`src/rtl/alu_operand_sequencer.sv`:
```
// Sequencer that feeds register-file operands to an external 8-bit ALU and writes its result back.
// Define SEQ_ZERO_FLAG_EN to add a zero_flag output refreshed on every writeback.
module alu_operand_sequencer #(
    parameter int DATA_W  = 8,
    parameter int ALU_LAT = 1
) (
    input  logic              clk,
    input  logic              rst,
    input  logic              in_valid,
    output logic              in_ready,
    input  logic [15:0]       in_instr,
    output logic [DATA_W-1:0] alu_a,
    output logic [DATA_W-1:0] alu_b,
    output logic [4:0]        alu_sel,
    output logic              alu_cin,
    input  logic [DATA_W-1:0] alu_y,
    output logic              done,
    output logic [DATA_W-1:0] result,
`ifdef SEQ_ZERO_FLAG_EN
    output logic              carry_flag,
    output logic              zero_flag
`else
    output logic              carry_flag
`endif
);

    typedef enum logic [1:0] {IDLE, ISSUE, WAIT, WB} state_t;

    state_t            state_q, state_d;
    logic [DATA_W-1:0] rf_q [4];
    logic [DATA_W-1:0] rf_d [4];
    logic [DATA_W-1:0] alu_a_q, alu_a_d, alu_b_q, alu_b_d;
    logic [4:0]        alu_sel_q, alu_sel_d;
    logic              alu_cin_q, alu_cin_d;
    logic [1:0]        dst_q, dst_d;
    logic [2:0]        cnt_q, cnt_d;
    logic              done_q, done_d;
    logic [DATA_W-1:0] result_q, result_d;
    logic              carry_q, carry_d;
`ifdef SEQ_ZERO_FLAG_EN
    logic              zero_q, zero_d;
`endif

    logic              is_load, use_carry, op_cin, sum_cin, is_add_op;
    logic [4:0]        sel;
    logic [1:0]        dst, ra, rb;
    logic [DATA_W-1:0] imm;
    logic [DATA_W:0]   sum_ab;
    logic              unused_bits;

    assign is_load     = in_instr[15];
    assign sel         = in_instr[14:10];
    assign dst         = in_instr[9:8];
    assign ra          = in_instr[7:6];
    assign rb          = in_instr[5:4];
    assign use_carry   = in_instr[0];
    assign imm         = DATA_W'(in_instr[7:0]);
    assign unused_bits = ^in_instr[3:1];

    // Carry is produced here from pre-update register contents; only AddC folds in the old flag.
    assign op_cin    = use_carry ? carry_q : 1'b0;
    assign is_add_op = sel[2] && (sel[1:0] == 2'b01 || sel[1:0] == 2'b10);
    assign sum_cin   = (sel[1:0] == 2'b01) ? op_cin : 1'b0;
    assign sum_ab    = {1'b0, rf_q[ra]} + {1'b0, rf_q[rb]} + {{DATA_W{1'b0}}, sum_cin};

    always_comb begin
        state_d   = state_q;
        rf_d      = rf_q;
        alu_a_d   = alu_a_q;
        alu_b_d   = alu_b_q;
        alu_sel_d = alu_sel_q;
        alu_cin_d = alu_cin_q;
        dst_d     = dst_q;
        cnt_d     = cnt_q;
        done_d    = 1'b0;
        result_d  = result_q;
        carry_d   = carry_q;
`ifdef SEQ_ZERO_FLAG_EN
        zero_d    = zero_q;
`endif
        case (state_q)
            IDLE: begin
                if (in_valid) begin
                    if (is_load) begin
                        rf_d[dst] = imm;
                    end else begin
                        alu_a_d   = rf_q[ra];
                        alu_b_d   = rf_q[rb];
                        alu_sel_d = sel;
                        alu_cin_d = op_cin;
                        dst_d     = dst;
                        if (is_add_op) carry_d = sum_ab[DATA_W];
                        state_d   = ISSUE;
                    end
                end
            end
            ISSUE: begin
                cnt_d   = 3'(ALU_LAT - 1);
                state_d = WAIT;
            end
            WAIT: begin
                if (cnt_q == 3'd0) state_d = WB;
                else               cnt_d   = cnt_q - 3'd1;
            end
            WB: begin
                rf_d[dst_q] = alu_y;
                result_d    = alu_y;
                done_d      = 1'b1;
`ifdef SEQ_ZERO_FLAG_EN
                zero_d      = (alu_y == '0);
`endif
                state_d     = IDLE;
            end
            default: state_d = IDLE;
        endcase
    end

    always_ff @(posedge clk) begin
        if (rst) begin
            state_q   <= IDLE;
            for (int i = 0; i < 4; i++) rf_q[i] <= '0;
            alu_a_q   <= '0;
            alu_b_q   <= '0;
            alu_sel_q <= '0;
            alu_cin_q <= 1'b0;
            dst_q     <= '0;
            cnt_q     <= '0;
            done_q    <= 1'b0;
            result_q  <= '0;
            carry_q   <= 1'b0;
`ifdef SEQ_ZERO_FLAG_EN
            zero_q    <= 1'b0;
`endif
        end else begin
            state_q   <= state_d;
            rf_q      <= rf_d;
            alu_a_q   <= alu_a_d;
            alu_b_q   <= alu_b_d;
            alu_sel_q <= alu_sel_d;
            alu_cin_q <= alu_cin_d;
            dst_q     <= dst_d;
            cnt_q     <= cnt_d;
            done_q    <= done_d;
            result_q  <= result_d;
            carry_q   <= carry_d;
`ifdef SEQ_ZERO_FLAG_EN
            zero_q    <= zero_d;
`endif
        end
    end

    assign in_ready   = (state_q == IDLE);
    assign alu_a      = alu_a_q;
    assign alu_b      = alu_b_q;
    assign alu_sel    = alu_sel_q;
    assign alu_cin    = alu_cin_q;
    assign done       = done_q;
    assign result     = result_q;
    assign carry_flag = carry_q;
`ifdef SEQ_ZERO_FLAG_EN
    assign zero_flag  = zero_q;
`endif

endmodule

```
`config.mk`:
```
export PLATFORM = sky130hd
export DESIGN_NAME = alu_operand_sequencer
export DESIGN_NICKNAME = d
export VERILOG_FILES = /design/src/rtl/alu_operand_sequencer.sv
export SDC_FILE = /design/constraint.sdc
export NUM_CORES = 1
export LEC_CHECK = 0
export BUFFER_PORTS_ARGS = -buffer_cell sky130_fd_sc_hd__buf_4
export CAP_MARGIN = 20
export CORE_UTILIZATION = 60
export CTS_BUF_LIST = sky130_fd_sc_hd__clkbuf_16
export CTS_CLUSTER_SIZE = 8
export DETAILED_ROUTE_END_ITERATION = 12
export PLACE_DENSITY = 0.84
export SLEW_MARGIN = 20
export SYNTH_ARGS = -nofsm -noshare
export SYNTH_HDL_FRONTEND = slang
export SYNTH_SLANG_ARGS = --single-unit
```
`constraint.sdc`:
```
create_clock -name clk -period 6.6 [get_ports clk]
set_input_delay 1.32 -clock clk [delete_from_list [all_inputs] [get_ports clk]]
set_output_delay 1.32 -clock clk [all_outputs]
set_load 0.05 [all_outputs]
```
==> results.cfg <==
[clock_tree]
cts.path.max_buffers = 2
clockRootBuffer = clkbuf_16
clock-sinks = 71
h-tree-depth = 3
clk_latency_ps = 330
cts_setup_buffers = 0
cts_resized = 0
hold_buffers = 0
cts_buffers = 9
cts_tree = built
clk_pin_slew_ps = 50

[cells_and_area]
syn2layout_area_growth_pct = 18.6
antenna_cells = 0
nets = 479
layout-drive-gt1-share_pct = 21.7

[routing]
drc = 0
drtIter0Drc = 298
vias = 3315
viasPerCell = 6.45
first_pass_iters = 5
wl_mm = 9.44
wl_per_cell_um = 18.4
postRouteAntennaNets = 0

[power]
power_mw = 1.28
ir_worst_vdd_v = 0.000199
p_switching_uw = 410
leakagePower_nw = 1.68
pwr-share-comb_pct = 25.3
clock_power_share_pct = 36.0
power_frac_seq_pct = 38.7
cellPowerDensity_nw_per_um2 = 299
swShare_pct = 32.1
p_int_uw = 869

[yosys]
synth_nets = 442
ys_async_sr_fraction_pct = 0
seq_area_frac_synth_pct = 39.4
synth.largest_area_cell = dfxtp_1
synth_top_area_share_pct = 39.4
ys_types = 36
synthTopCellsByCount = dfxtp_1, nor2_1, nand2_1, a22oi_1, o22ai_1
synth.avg_cell_area_um2 = 9.02
synth-seq-cells = 71
synth_top_flop_cell = dfxtp_1
synth-edff-count = 0
ys_top_cells_by_area = dfxtp_1, mux4_2, a22oi_1
synthesis.area_um2 = 3610
synth_warnings = 0
yosysMostFrequentCell = dfxtp_1
syn_inst = 400

[place]
dpl_worst_slack_ps = 3390
portBuffers = 59
dp_hpwl_mm = 6.31
gp_congestion = 0.922

[global_route]
antenna_found_initial = 0
grt_overflow_total = 0
track_usage_pct = 31.7
first_global_vias = 3035
grt_first_pass_wirelength_mm = 15.1
grt_max_degree = 72

[timing]
rsz0062_at_grt = no
hold_violations = 0
fin_setup_tns_ps = 0
max_freq_mhz = 332
final_max_slew_viol_count = 0
setup_viol = 0
worst_hold_slack_ps = 454
fin_crit_sh_pct = 45.7
min_period_ps = 3010
clock_skew_ps = 5.86
finalWorstSetupSlack_ps = 3590
worst_slew_pin_slew_ps = 919
relSlewSlack_pct = 38.7

[worst_setup_path]
end_kind = register
critPathTopFamily = multiplexers
cp-start-kind = input pin
path_cells = buf_4, mux4_2, ha_1, a41o_1, a21oi_1, or3_1, a211oi_1
critPathKind = in2reg
cp_num_buf_inv = 1
critical_path_arrival_ps = 3240
cpPeakStageDelay_ps = 560
cpMaxStageDelayCell = mux4_2
crit_fanout = 9
crit_required_ps = 6820
r2r_setup_slack_ps = 4430

[floorplan]
die_h_um = 79.5
die_area_um2 = 6330
initial_core_util_pct = 63.9
rows = 27
fp.coreArea_um2 = 5640
die_x_um = 79.5
pin_count = 60

[status]
status = completed

[flow_run]
drv_cap = 0

[hold_path]
hp-class = reg2reg
-- flip-flops by register name, summed over array words and instances, names as in the netlist --
| register | cells |
|---|---|
| result | 8 |
| alu_cin | 1 |
| alu_b | 8 |
| rf_q | 32 |
| carry_flag | 1 |
| dst_q | 2 |
| done | 1 |
| alu_a | 8 |
| cnt_q | 3 |
| state_q | 2 |
| alu_sel | 5 |
-- tightest hold or removal path, stage by stage (launching register included) --
cell,delay [ps]
dfxtp_1,300
nand2_1,50
a21oi_1,50
-- layout make-up --
cell class	count	area (um2)
clock inverters	7	56.3
inverters	6	22.5
repair buffers	60	450
clock buffers	9	225
well taps	72	90.1
fillers	420	1360
multi-input cells	289	2010
flip-flops and latches	71	1420
-- stage by stage --
step | instance area [um2] | utilization (%) | std cells
global route | 4280 | 75.8 | 514
detailed placement | 4000 | 70.8 | 498
CTS | 4280 | 75.8 | 514
global placement | 4000 | 70.8 | 498
floorplan | 3610 | - | 400
finish | 4280 | 75.8 | 514
-- worst paths after layout --
path	start	endpoint	depth (start not counted)
min reg2reg	alu_sel[1]	alu_sel[1]	2
max reg2reg	state_q[0]	carry_flag	6
min	alu_sel[1]	alu_sel[1]	2
max	in_instr[6]	carry_flag	7
-- cells in the final DEF (no fill, tap or decap), types with 3 or more instances in the layout --
cell type	n
a22oi_1	33
mux4_2	16
dfxtp_1	71
clkinv_2	3
nand3b_1	4
o22ai_1	33
nor2b_1	14
inv_1	8
mux2i_1	10
nand3_1	3
nor2_1	55
nand2_1	50
buf_4	60
ha_1	15
clkbuf_16	9
a21oi_1	29
-- power groups by stage --
| stage | Combinational [mW] | Clock (mW) | Sequential, mW |
|---|---|---|---|
| finish | 0.324 | 0.461 | 0.495 |
| global route | 0.351 | 0.480 | 0.498 |
| floorplan | 0.219 | 0 | 0.524 |
| CTS | 0.322 | 0.461 | 0.493 |
| global placement | 0.311 | 0 | 0.498 |
| detailed placement | 0.319 | 0 | 0.501 |
-- logic make-up after synthesis --
group,Yosys count,share of synthesized area (%)
fa+ha+maj,15,5.20
flops,71,39.4
buf+inv,40,4.82
simple gates,142,17.8
compound gates,105,19.7
mux,27,13.1
-- layer usage --
layer  track usage [%]  wire length (um)
met5                 0                 0
met4              14.5               271
met3              7.54               987
met2              51.0              4570
met1              40.0              3610
(Power assumes the default switching activity.)
